--- config.mk ---
export PLATFORM = sky130hd
export DESIGN_NAME = mac_operand_feeder
export DESIGN_NICKNAME = d
export VERILOG_FILES = /design/src/rtl/mac_operand_feeder.sv
export SDC_FILE = /design/constraint.sdc
export NUM_CORES = 2
export LEC_CHECK = 0
export CAP_MARGIN = 15
export CORE_AREA = 2 2 619 621
export DETAILED_ROUTE_END_ITERATION = 6
export DIE_AREA = 0 0 621 623
export DONT_BUFFER_PORTS = 1
export GPL_TIMING_DRIVEN = 0
export MAX_ROUTING_LAYER = met4
export PLACE_DENSITY = 0.37
export SYNTH_ARGS = -nofsm -noshare
export SYNTH_HDL_FRONTEND = slang
export SYNTH_SLANG_ARGS = --single-unit
--- constraint.sdc ---
create_clock -name clk -period 1.9 [get_ports clk]
set_input_delay 0.38 -clock clk [delete_from_list [all_inputs] [get_ports clk]]
set_output_delay 0.38 -clock clk [all_outputs]
set_load 0.1 [all_outputs]
--- src/rtl/mac_operand_feeder.sv ---
// -----------------------------------------------------------------------------
// mac_operand_feeder
//
// Loads one tile of operands for the 16x16 MAC array from a serial word
// stream, fires the array enable for a single cycle, then waits for the
// registered array result and pulses done_o.
//
// Sequence: IDLE -> LOAD_W -> LOAD_B -> LOAD_A -> FIRE -> WAIT -> IDLE.
// LOAD_W is skipped when a tile starts with reuse_w_i=1 and a complete
// weight set has been loaded since the last reset.
//
// Ports
//   clk, rst_n        clock (rising edge), asynchronous active-low reset
//   start_i           begin a tile (only looked at in IDLE)
//   reuse_w_i         sampled with start_i: keep the held weights
//   in_valid_i        stream word valid
//   in_data_i         stream word
//   in_ready_o        a word is accepted this cycle (LOAD states only)
//   weight_o          weight vector, word j at [j*DATA_WIDTH +: DATA_WIDTH]
//   data_b_o          data_b vector, same packing
//   data_a_o          data_a vector, same packing
//   mac_enable_o      one-cycle array enable
//   busy_o            high whenever not IDLE
//   done_o            one-cycle pulse, array result valid this cycle
//
// Optional build macro MAC_FEEDER_PERF_EN adds:
//   perf_tiles_o      completed tiles, wraps at 16 bits
//   perf_stall_o      LOAD cycles with in_valid_i low, saturates at 0xFFFF
// -----------------------------------------------------------------------------
module mac_operand_feeder #(
    parameter int DATA_WIDTH = 32,
    parameter int ARRAY_ROWS = 16,
    parameter int ARRAY_COLS = 16,
    parameter int RESULT_LAT = 1
) (
    input  logic                             clk,
    input  logic                             rst_n,
    input  logic                             start_i,
    input  logic                             reuse_w_i,
    input  logic                             in_valid_i,
    input  logic [DATA_WIDTH-1:0]            in_data_i,
    output logic                             in_ready_o,
    output logic [ARRAY_COLS*DATA_WIDTH-1:0] weight_o,
    output logic [ARRAY_ROWS*DATA_WIDTH-1:0] data_b_o,
    output logic [ARRAY_COLS*DATA_WIDTH-1:0] data_a_o,
    output logic                             mac_enable_o,
    output logic                             busy_o,
    output logic                             done_o
`ifdef MAC_FEEDER_PERF_EN
    ,
    output logic [15:0]                      perf_tiles_o,
    output logic [15:0]                      perf_stall_o
`endif
);

    localparam int MAX_DIM = (ARRAY_ROWS > ARRAY_COLS) ? ARRAY_ROWS : ARRAY_COLS;
    localparam int CNT_W   = $clog2(MAX_DIM) + 1;
    localparam int WAIT_W  = (RESULT_LAT > 1) ? $clog2(RESULT_LAT) : 1;

    localparam logic [CNT_W-1:0]  LAST_COL  = CNT_W'(ARRAY_COLS - 1);
    localparam logic [CNT_W-1:0]  LAST_ROW  = CNT_W'(ARRAY_ROWS - 1);
    localparam logic [WAIT_W-1:0] WAIT_INIT = WAIT_W'(RESULT_LAT - 1);

    typedef enum logic [2:0] {
        S_IDLE,
        S_LOAD_W,
        S_LOAD_B,
        S_LOAD_A,
        S_FIRE,
        S_WAIT
    } state_t;

    state_t                          state_q,   state_d;
    logic [CNT_W-1:0]                cnt_q,     cnt_d;
    logic [WAIT_W-1:0]               wait_q,    wait_d;
    logic                            w_valid_q, w_valid_d;
    logic [ARRAY_COLS*DATA_WIDTH-1:0] weight_q, weight_d;
    logic [ARRAY_ROWS*DATA_WIDTH-1:0] data_b_q, data_b_d;
    logic [ARRAY_COLS*DATA_WIDTH-1:0] data_a_q, data_a_d;

    // Handshake and status are pure decodes of the registered state, so
    // in_ready_o never depends on in_valid_i.
    assign in_ready_o   = (state_q == S_LOAD_W) || (state_q == S_LOAD_B) ||
                          (state_q == S_LOAD_A);
    assign mac_enable_o = (state_q == S_FIRE);
    assign busy_o       = (state_q != S_IDLE);
    assign done_o       = (state_q == S_WAIT) && (wait_q == '0);

    assign weight_o = weight_q;
    assign data_b_o = data_b_q;
    assign data_a_o = data_a_q;

    always_comb begin
        state_d   = state_q;
        cnt_d     = cnt_q;
        wait_d    = wait_q;
        w_valid_d = w_valid_q;
        weight_d  = weight_q;
        data_b_d  = data_b_q;
        data_a_d  = data_a_q;

        case (state_q)
            S_IDLE: begin
                if (start_i) begin
                    cnt_d   = '0;
                    state_d = (reuse_w_i && w_valid_q) ? S_LOAD_B : S_LOAD_W;
                end
            end
            // In the LOAD states in_ready_o is high, so in_valid_i alone marks a
            // beat; with in_valid_i low the counter and state simply hold.
            S_LOAD_W: begin
                if (in_valid_i) begin
                    for (int j = 0; j < ARRAY_COLS; j++)
                        if (cnt_q == CNT_W'(j))
                            weight_d[j*DATA_WIDTH +: DATA_WIDTH] = in_data_i;
                    if (cnt_q == LAST_COL) begin
                        cnt_d     = '0;
                        w_valid_d = 1'b1;
                        state_d   = S_LOAD_B;
                    end else begin
                        cnt_d = cnt_q + 1'b1;
                    end
                end
            end
            S_LOAD_B: begin
                if (in_valid_i) begin
                    for (int j = 0; j < ARRAY_ROWS; j++)
                        if (cnt_q == CNT_W'(j))
                            data_b_d[j*DATA_WIDTH +: DATA_WIDTH] = in_data_i;
                    if (cnt_q == LAST_ROW) begin
                        cnt_d   = '0;
                        state_d = S_LOAD_A;
                    end else begin
                        cnt_d = cnt_q + 1'b1;
                    end
                end
            end
            S_LOAD_A: begin
                if (in_valid_i) begin
                    for (int j = 0; j < ARRAY_COLS; j++)
                        if (cnt_q == CNT_W'(j))
                            data_a_d[j*DATA_WIDTH +: DATA_WIDTH] = in_data_i;
                    if (cnt_q == LAST_COL) begin
                        cnt_d   = '0;
                        state_d = S_FIRE;
                    end else begin
                        cnt_d = cnt_q + 1'b1;
                    end
                end
            end
            S_FIRE: begin
                wait_d  = WAIT_INIT;
                state_d = S_WAIT;
            end
            S_WAIT: begin
                if (wait_q == '0) state_d = S_IDLE;
                else              wait_d  = wait_q - 1'b1;
            end
            default: state_d = S_IDLE;
        endcase
    end

    always_ff @(posedge clk or negedge rst_n) begin
        if (!rst_n) begin
            state_q   <= S_IDLE;
            cnt_q     <= '0;
            wait_q    <= '0;
            w_valid_q <= 1'b0;
            weight_q  <= '0;
            data_b_q  <= '0;
            data_a_q  <= '0;
        end else begin
            state_q   <= state_d;
            cnt_q     <= cnt_d;
            wait_q    <= wait_d;
            w_valid_q <= w_valid_d;
            weight_q  <= weight_d;
            data_b_q  <= data_b_d;
            data_a_q  <= data_a_d;
        end
    end

`ifdef MAC_FEEDER_PERF_EN
    logic [15:0] tiles_q, tiles_d;
    logic [15:0] stall_q, stall_d;

    always_comb begin
        tiles_d = tiles_q;
        stall_d = stall_q;
        if (done_o)
            tiles_d = tiles_q + 16'd1;
        if (in_ready_o && !in_valid_i && (stall_q != 16'hFFFF))
            stall_d = stall_q + 16'd1;
    end

    always_ff @(posedge clk or negedge rst_n) begin
        if (!rst_n) begin
            tiles_q <= '0;
            stall_q <= '0;
        end else begin
            tiles_q <= tiles_d;
            stall_q <= stall_d;
        end
    end

    assign perf_tiles_o = tiles_q;
    assign perf_stall_o = stall_q;
`endif

endmodule
## Word-level counts from Yosys, hierarchy flattened

Cells that the tools add are included.

- Input bits: 37
- Output and inout port bits: 1540
- Register bits: 1546
- Word-level logic and storage cells: 160

- Add/subtract/negate cells: 2
- Reduce and logical (&&, ||, !) cells: 60
- Eq/ne operators: 29
- Multiplexer cells: 16
- Bitwise operators: 1

Operators with widths:

| operator | number |
|---|---|
| $reduce_and A3 Y1 | 49 |
| $eq A5 B4 Y1 const B | 8 |
| $mux W3 | 8 |
| $eq A5 B3 Y1 const B | 4 |
| $pmux W3 S6 | 1 |
| $mux W5 | 3 |
| $eq A5 B2 Y1 const B | 2 |
| $ne A2 B2 Y1 const B | 5 |
| $pmux W5 S2 | 1 |
| $ne A2 B1 Y1 const B | 4 |
| $reduce_and A8 Y1 | 1 |
| $eq A3 B2 Y1 const B | 2 |
| $eq A3 B3 Y1 const B | 2 |
| $add A5 B1 Y5 const B | 1 |
| $eq A5 B1 Y1 const B | 1 |
| $logic_not A5 Y1 | 1 |
| $reduce_bool A2 Y1 | 2 |
| $eq A3 B1 Y1 const B | 1 |
| $logic_not A3 Y1 | 1 |
| $reduce_bool A3 Y1 | 1 |
| $reduce_or A3 Y1 | 1 |
| $logic_and A1 B1 Y1 | 2 |
| $logic_or A1 B1 Y1 | 2 |
| $mux W2 | 1 |
| 4 further kinds | 4 |

## Longest topological paths before layout

- Depth in word-level cells: 4
- Gate-level depth with buffers: 6
- Depth with buffers taken out: 5

## Worst setup path after synthesis

OpenSTA, ideal clock, no wires.

- Kind: register to output
- Start point: reg state_q[0]
- End point: out done_o
- Data required time: 1.520 ns
- Path buffers: 1
- Arrival: 2.953 ns
- Path slack: -1.433 ns
- Cell stages (with the launch flop): 4
- Path through: dfrtp_1 > clkbuf_1 > inv_1 > nor3b_1

- Word-level cells in the longest chain between the ends: 2

RTL lines:

| what | RTL line | RTL |
|---|---|---|
| start: declaration | 73 | `state_t state_q, state_d;` |
| start signal: assignment | 173 | `state_q <= state_d;` |
| $eq A3 B3 Y1 | 87 | `assign done_o = (state_q == S_WAIT) && (wait_q == '0);` |
| $logic_and A1 B1 Y1 | 87 |  |
| end: declaration | 48 | `output logic done_o` |

No other way between the ends.

## Worst setup path in the final report

- Start point: reg state_q[2]
- End point: out done_o

Same word-level chain as after synthesis.

==> flow_summary.toml <==
[critical_path]
cp_slowest_stage_delay_ns = 0.95
crit_path_cell_trace = "buf_8 > nor3b_4"
slowest_stage = "nor3b_4"
cp.required_ns = 1.52
critPathMaxFanout = 10
cp.arrival_ns = 2.39
start_kind = "register"
endpoint_kind = "primary output"
crit_type = "register to primary output"

[route]
wl_um = 311000
wl_per_cell_um = 33.7
dr.first_iter.drc_count = 1662
via_per_inst = 3.67
vias = 33800
ant_nets = 0
firstDrtPassIters = 6
drc_errors = 0

[grt]
grt_use_met1_pct = 17.0
grt_pass1_vias = 34700
antenna_found_initial = 53
use_met2_pct = 28.0
gr-usage-all-layers_pct = 15.7
gr-max-usage-layer = "met2"
use_met3_pct = 4.93
grt_pass1_wl_um = 391000
grt_max_degree = 175
overflow = 0

[logic_synthesis]
async_flop_share_pct = 100
yosysWarnings = 0
ys_ff_latch = 1545
syn-num-nets = 3554
syn-instance-count = 3513
yosysUniqueCellTypes = 35
synth_top_area_share_pct = 66.6
synth_edf_count = 0
synth_area_sq_um = 58100
synth-main-ff-cell = "dfrtp_1"
yosysMostFrequentCell = "dfrtp_1"
yosys-top-cells-count = "dfrtp_1 (1545), mux2_2 (1230), mux2_1 (306)"
synth_seq_area_share_pct = 66.6
synth_top_area_cell = "dfrtp_1"
syn_area_per_cell_sq_um = 16.5
synthTopCellsByArea = "dfrtp_1 (67%), mux2_2 (24%), mux2_1 (5.9%)"

[sta]
finalCritPeriodShare_pct = 146
hold_ws_ns = 0.0665
rsz0062_at_grt = "yes"
hold_viol = 0
skew_ns = 0.0503
worstMarginPinSlew_ns = 1.29
setup_slack_ns = -0.875
maxSlewHeadroom_pct = 13.7
drv_slew = 0
setup_viol = 3976
fmax_mhz = 360
finalCriticalPeriod_ns = 2.77

[clock_network]
numCtsBuffers = 192
cts_tree = "yes"
clock_latency_ns = 0.88
clock-sinks = 1545
cts_max_level = 4
clockBufferDepth = 4
clockRootBuffer = "clkbuf_16"
clkTransAtPathRegs_ns = 0.06

[placement]
place.gp.congestion = 0.803
placedCellCount = 8625
port_buffers = 0
dp_hpwl_um = 234000

[die]
die_y_um = 623
start_util_pct = 15.3
boundaryPins = 1577
dieArea_sq_um = 387000
core_sq_um = 381000
row_count = 227
dieWidth_um = 621

[finish]
seq_area_sq_um = 38700
multi_input_area_sq_um = 19200
n_fill_cell = 40500
area_growth_pct = 33.3
final_cell_count_no_fill = 9202
fin_util_pct = 20.3
nNetsFinal = 4006
final_layout_size_suffix_gt1_share_pct = 51.0

[min_path]
worstHoldPathType = "input pin to register"

[outcome]
failed_checks = "negative setup slack"
status = "finished with violations"

[flow_run]
maxCapViolations = 0
==> worst paths after layout <==
check,depth (start not counted),slack [ns],from,to
min reg2reg,1,0.59,weight_o[127]$_DFFE_PN0P_,weight_o[127]$_DFFE_PN0P_
min in group asynchronous,3,0.55,rst_n,weight_o[434]$_DFFE_PN0P_
max,2,-0.87,state_q[2]$_DFFE_PN0P_,done_o
max in group asynchronous,6,-0.71,rst_n,weight_o[220]$_DFFE_PN0P_
max reg2reg,10,-0.58,cnt_q[1]$_DFFE_PN0P_,data_a_o[1]$_DFFE_PN0P_
min,2,0.07,in_data_i[1],data_a_o[481]$_DFFE_PN0P_
==> kinds of logic (layout without fill, tap and decap cells) <==
logic type      count (synthesis)  after routing  synth area share [%]
compound gates                 14             14                 0.170
fa+ha+maj                       4              4                0.0862
buf+inv                       320            924                  2.39
flops                        1545           1545                  66.6
mux                          1539           1539                  29.8
other cells                     0             47                     0
simple gates                   91             91                 0.976
==> metrics by stage <==
stage	area, sq um	setup WS, ns	TNS [ns]
after floorplan	58100	-0.0279	-0.0279
after global placement	64400	-1.91	-1979.26
after detailed placement	66100	-2.37	-2788.07
after CTS	75100	-0.973	-1626.04
after global routing	77400	-0.952	-1569.34
final	77400	-0.875	-1241.30
==> layout by cell type, fill, tap and decap left out, types with 48 or more instances in the layout <==
| cell type | Yosys | layout |
|---|---|---|
| buf_4 | 0 | 87 |
| mux2_2 | 1230 | 1178 |
| dfrtp_1 | 1545 | 1536 |
| mux2_1 | 306 | 251 |
| mux2_4 | 0 | 107 |
| clkbuf_16 | 0 | 219 |
| clkbuf_8 | 0 | 48 |
| buf_2 | 150 | 72 |
| clkbuf_1 | 166 | 172 |
| buf_12 | 0 | 101 |
==> sequential cells by signal, indices dropped and copies added, names as in the netlist <==
name       flops
cnt_q          5
data_a_o     512
data_b_o     512
state_q        3
w_valid_q      1
weight_o     512
==> area by class of cell <==
class,count,share of cell area (%)
multi-input cells,1648,24.8
well taps,5038,8.14
clock buffers,282,7.29
plain buffers,315,3.21
inverters,4,0.0356
repair buffers,259,5.41
diodes,47,0.152
flip-flops and latches,1545,50.0
clock inverters,64,1.03
==> repair_timing <==
action	4_1_cts	5_1_grt
setup buffers	54	66
cloned	23	22
endpoints found under the setup margin	3724	3984
hold endpoints to repair	289	96
hold buffers	17	3
gates resized for setup	315	321
pin swaps	14	19
==> worst max-delay path: cells and delay by family (launching register included) <==
family / cells / cell delay (ns)
flops: 1 / 0.42
buf+inv: 1 / 0.14
simple gates: 1 / 0.95
==> per-layer routing <==
layer | vias to the layer above | part of all wire [%]
met2 | 1403 | 52
met4 | 0 | 2.6
li1 | 13400 | -
met3 | 305 | 8.4
met1 | 18700 | 37
met5 | - | 0
Power is left out: the tool's default activity adds up to more than one toggle a clock period on the data nets, which glitch-free logic cannot reach.
